### src/rtl/flop_seq.sv
// Purpose: sequences active-low clear/set strobes into an external flop bank, with optional readback compare.
// Latency: 3 cycles acceptance-to-ack with readback, 2 without; INIT holds the bank cleared INIT_CYCLES cycles after reset.
// Backpressure: req is only accepted in IDLE (busy=0); a held req restarts on the first IDLE cycle after DONE.
// Build option: define FLOP_SEQ_READBACK_EN to include the CHECK state, match compare and sticky err.
module flop_seq #(
   parameter int WIDTH       = 8,
   parameter int INIT_CYCLES = 4
) (
   input  logic             clk,
   input  logic             rst,
   input  logic             req,
   input  logic [WIDTH-1:0] val,
   input  logic [WIDTH-1:0] mask,
   input  logic [WIDTH-1:0] q,
   output logic [WIDTH-1:0] clr_n,
   output logic [WIDTH-1:0] set_n,
   output logic             busy,
   output logic             ack,
   output logic             match,
   output logic             err
);

   localparam logic [2:0] S_INIT  = 3'd0;
   localparam logic [2:0] S_IDLE  = 3'd1;
   localparam logic [2:0] S_DRIVE = 3'd2;
`ifdef FLOP_SEQ_READBACK_EN
   localparam logic [2:0] S_CHECK = 3'd3;
`endif
   localparam logic [2:0] S_DONE  = 3'd4;

   // Terminal INIT count: the transition to IDLE happens on the INIT_CYCLES-th edge after release.
   localparam logic [7:0] INIT_LAST = 8'(INIT_CYCLES - 1);

   // INIT_CYCLES outside 1..255 cannot be represented by the 8-bit counter.
   if (INIT_CYCLES < 1 || INIT_CYCLES > 255) begin : g_bad_init
      $error("flop_seq: INIT_CYCLES must be in 1..255");
   end

   logic [2:0] state;
   logic [2:0] state_nxt;
   logic [7:0] cnt;

   // Next-state decode; DRIVE, CHECK and DONE are single-cycle states.
   always_comb begin
      state_nxt = state;
      case (state)
         S_INIT:  if (cnt == INIT_LAST) state_nxt = S_IDLE;
         S_IDLE:  if (req) state_nxt = S_DRIVE;
`ifdef FLOP_SEQ_READBACK_EN
         S_DRIVE: state_nxt = S_CHECK;
         S_CHECK: state_nxt = S_DONE;
`else
         S_DRIVE: state_nxt = S_DONE;
`endif
         S_DONE:  state_nxt = S_IDLE;
         default: state_nxt = S_INIT;
      endcase
   end

   // State register; reset parks the machine in INIT.
   always_ff @(posedge clk or posedge rst) begin
      if (rst) begin
         state <= S_INIT;
      end else begin
         state <= state_nxt;
      end
   end

   // INIT cycle counter; starts counting on the first edge after reset release.
   always_ff @(posedge clk or posedge rst) begin
      if (rst) begin
         cnt <= 8'd0;
      end else if (state == S_INIT && state_nxt == S_INIT) begin
         cnt <= cnt + 8'd1;
      end
   end

   // Registered strobes and status, decoded from the state being entered so they line up with it.
   // DRIVE is only entered from IDLE on acceptance, so val/mask here are the accepted values;
   // mask&val and mask&~val are disjoint, so a bit never sees clr_n and set_n low together.
   always_ff @(posedge clk or posedge rst) begin
      if (rst) begin
         clr_n <= '0;
         set_n <= '1;
         busy  <= 1'b1;
         ack   <= 1'b0;
      end else begin
         clr_n <= '1;
         set_n <= '1;
         busy  <= 1'b1;
         ack   <= 1'b0;
         case (state_nxt)
            S_INIT:  clr_n <= '0;
            S_IDLE:  busy  <= 1'b0;
            S_DRIVE: begin
               set_n <= ~(mask & val);
               clr_n <= ~(mask & ~val);
            end
            S_DONE:  ack   <= 1'b1;
            default: ;
         endcase
      end
   end

`ifdef FLOP_SEQ_READBACK_EN
   logic [WIDTH-1:0] val_l;
   logic [WIDTH-1:0] mask_l;
   logic             cmp_ok;

   // Capture the accepted pattern so later input changes cannot disturb the readback compare.
   always_ff @(posedge clk or posedge rst) begin
      if (rst) begin
         val_l  <= '0;
         mask_l <= '0;
      end else if (state == S_IDLE && req) begin
         val_l  <= val;
         mask_l <= mask;
      end
   end

   // Only masked bits take part; an all-zero mask always compares equal.
   assign cmp_ok = ((q & mask_l) == (val_l & mask_l));

   // Readback result lands at the end of CHECK, so it is visible together with ack in DONE.
   always_ff @(posedge clk or posedge rst) begin
      if (rst) begin
         match <= 1'b0;
         err   <= 1'b0;
      end else if (state == S_CHECK) begin
         match <= cmp_ok;
         if (!cmp_ok) begin
            err <= 1'b1;
         end
      end
   end
`else
   logic unused_q;

   // Without readback the bank is never sampled.
   assign unused_q = ^q;

   // No compare is possible, so every completed operation reports a match and err never sets.
   always_ff @(posedge clk or posedge rst) begin
      if (rst) begin
         match <= 1'b0;
         err   <= 1'b0;
      end else if (state == S_DRIVE) begin
         match <= 1'b1;
      end
   end
`endif

endmodule

### config.mk
export PLATFORM = sky130hd
export DESIGN_NAME = flop_seq
export DESIGN_NICKNAME = d
export VERILOG_FILES = /design/src/rtl/flop_seq.sv
export SDC_FILE = /design/constraint.sdc
export NUM_CORES = 1
export LEC_CHECK = 0
export BUFFER_PORTS_ARGS = -buffer_cell sky130_fd_sc_hd__buf_2
export CAP_MARGIN = 10
export CORE_MARGIN = 10
export CORE_UTILIZATION = 51
export DETAILED_ROUTE_END_ITERATION = 8
export PLACE_DENSITY = 0.81
export SLEW_MARGIN = 20
export SYNTH_ARGS = -nofsm -noshare
export SYNTH_HDL_FRONTEND = slang
export SYNTH_SLANG_ARGS = --single-unit
### constraint.sdc
create_clock -name clk -period 2.27 [get_ports clk]
set_input_delay 0.5675 -clock clk [delete_from_list [all_inputs] [get_ports clk]]
set_output_delay 0.5675 -clock clk [all_outputs]
set_load 0.02 [all_outputs]
==> metrics.md <==
| Metric | Value |
|---|---|
| Status | `finished, final reports clean` |
| Clock Skew | `0.01189 ns` |
| Combinational power share | `0.389` |
| Routed WL per cell | `14.45 um` |
| Total power | `1.755 mW` |
| Final worst setup slack | `0.6937 ns` |
| Cells after synthesis | `108` |
| Post-synth ARST share | `1.000` |
| FF-to-FF path depth | `3` |
| CTS clock-pin slew for the worst setup and hold paths | `0.09 ns` |
| DRC | `0` |
| Synth area leader | `dfrtp_1` |
| DRT iter0 DRCs | `28` |
| Kind of critical path | `flop to primary output` |
| Slew of the pin with the lowest slew margin | `0.6130 ns` |
| Vias | `915` |
| Initial Util | `0.5252` |
| Leak Pwr | `0.7290 nW` |
| Antenna Violating Nets Remaining | `0` |
| Die Y | `70.05 um` |
| CTS max path bufs | `2` |
| Post-CTS Hold Fix Bufs | `0` |
| Full die area | `4907 um^2` |
| Clock power frac | `0.184` |
| Buf/Inv on CP | `1` |
| Netlist Area Pre-Place | `1277 um^2` |
| Critical path cell sequence | `buf_2` |
| Endpoints failing setup | `0` |
| NetSw | `645.5 uW` |
| Slew HR | `0.5886` |
| Commonest non-fill, non-tap cell in the layout | `buf_2` |
| Peak supply drop | `718.3 uV` |
| Layout Area Growth over Synthesis | `21.35%` |
| Filler cells | `199` |
| Row cnt | `18` |
| Boundary Pins | `47` |
| Hold Slack | `0.2936 ns` |
| Root Buffer Master | `clkbuf_4` |
| Int Pwr | `1.109 mW` |
| Synth cell types | `31` |
| Vias in the first global route | `980` |
| WP data required | `1.70 ns` |
| Worst hold path type | `primary input to async pin` |
| Seq/Total Area, Yosys | `0.5965` |
| Ys flop type | `dfrtp_1` |
| Global route overflow | `0` |
| Drt first pass iters | `4` |
| Clk sinks | `30` |
| Top achievable clock speed | `634.4 MHz` |
| Setup TNS | `0 ns` |
| First-pass GRT wire length | `4512 um` |
| CTS tree | `built` |
| Resize count post-CTS | `0` |
| FF-to-FF setup slack | `0.80 ns` |
| Top cells by area, synth | `dfrtp_1 (41%), dfstp_2 (19%), nand3_1 (4.7%)` |
| Vias/cell | `5.055` |
| CP endpoint kind | `primary output` |
| Placed cell count | `173` |
| Ys Warns | `1` |
| Post-synth EDFFs | `0` |
| N_diodes | `0` |
| Nets | `178` |
| Port bufs | `37` |
| Chip width | `70.05 um` |
| Largest net degree at the start of global routing | `31` |
| Slowest cell delay on critical path | `0.53 ns` |
| H-tree depth | `2` |
| Non-filler instance count after layout | `181` |
| Syn avg cell area | `11.83 um^2` |
| Place WS | `0.7177 ns` |
| Reg2reg end | `cnt[1]$_DFFE_PP0P_` |
| Reg2reg start | `state[2]$_DFF_PP0_` |
| Final Cycle Share | `0.6944` |
| Area share of the largest cell type after synthesis | `0.4114` |
| Critical path's top delay family | `flip-flops` |
| Worst-Skew Late Latency | `0.32 ns` |
| Critical Path Fanout Max | `1` |
| FF+latch count, synth | `30` |
| Tmin final | `1.576 ns` |
| Most frequent cells in the layout | `buf_2 (37), dfrtp_1 (21), nand3_1 (12), inv_1 (12), dfstp_2 (9)` |
| Max Slew Vio Count | `0` |
| Data arrival, critical path | `1.01 ns` |
| Flop pwr share | `0.427` |
| Post-CTS setup buffers | `0` |
| DRT Wirelength | `2616 um` |
| PD cells | `1132 nW/um^2` |
| Placed wire-length estimate | `1994 um` |
| Mapped Nets | `136` |
| GP Congestion | `0.8047` |
| Share of layout cells above drive strength 1 | `0.4238` |
| CP max stage cell | `dfstp_2` |
| Max Cap Viol | `0` |
| Total CTS buffers | `5` |
| Initial antenna violation count | `0` |
| Gr usage total | `0.1150` |
| Setup repair after global routing missed its margin | `no` |
| Fin. Hold Viols | `0` |
| CP startpoint kind | `flop` |
| CORE AREA | `2432 um^2` |
| Switch share | `0.3679` |
power by group through the flow:
stage / Combinational, mW / Clock (mW) / Sequential, mW
global route: 0.748 / 0.364 / 0.774
finish: 0.682 / 0.323 / 0.750
detailed placement: 0.693 / 0 / 0.762
global placement: 0.674 / 0 / 0.755
CTS: 0.696 / 0.330 / 0.752
floorplan: 0.376 / 0 / 0.881
state kept, by name, indices dropped and copies added, names as in the netlist:
name	flops
ack	1
busy	1
clr_n	8
cnt	8
match	1
set_n	8
state	3
Yosys cell counts (2+ instances only):
cell type  number
a21oi_2         2
buf_2           2
dfrtp_1        21
dfstp_2         9
inv_1          12
nand3_1        12
nor2_1          4
nor3_2          3
o211ai_1        8
o21ai_0         8
o21ai_1         2
or2_1           2
xnor2_1         2
xor2_1          4
cells by family (layout without fill, tap and decap cells):
logic type	count (synthesis)	in the layout	share of synthesized area
compound gates	23	23	0.1166
other cells	1	1	0.002935
flops	30	30	0.5965
fa+ha+maj	1	1	0.009793
simple gates	31	31	0.1724
mux	1	1	0.01175
xor+xnor	6	6	0.04114
buf+inv	15	58	0.04897
layer usage:
metal,part of all wire,global-route usage
met2,0.50,0.1793
met5,0,0
met3,0.070,0.06073
met1,0.40,0.1237
met4,0.028,0.05921
metrics by stage:
step,cell area [um^2],utilization
after floorplan,1277,-
after global placement,1490,0.6127
after detailed placement,1490,0.6127
after CTS,1550,0.6373
after global routing,1550,0.6373
final,1550,0.6373
worst max path at each step:
| stage | from | end | slack [ns] | cells after the start |
|---|---|---|---|---|
| after floorplan | state[2]$_DFF_PP0_ | cnt[1]$_DFFE_PP0P_ | 0.86 | 3 |
| after CTS | set_n[2]$_DFF_PP1_ | set_n[2] | 0.68 | 1 |
| after detailed placement | req | clr_n[7]$_DFF_PP0_ | 0.72 | 4 |
| final | set_n[2]$_DFF_PP1_ | set_n[2] | 0.69 | 1 |
| after global placement | req | clr_n[4]$_DFF_PP0_ | 0.78 | 4 |
| after global routing | set_n[3]$_DFF_PP1_ | set_n[3] | 0.65 | 1 |
layout make-up:
| cell class | count | area (um^2) | area share |
|---|---|---|---|
| Clock buffer | 7 | 55.05 | 0.03551 |
| Clock inverter | 1 | 5.005 | 0.003228 |
| Inverter | 12 | 45.04 | 0.02906 |
| Multi-Input combinational cell | 63 | 452.9 | 0.2922 |
| Sequential cell | 30 | 762.0 | 0.4915 |
| Tap cell | 30 | 37.54 | 0.02421 |
| Timing Repair Buffer | 38 | 192.7 | 0.1243 |
Note: power is estimated with default switching activity, not from simulation.
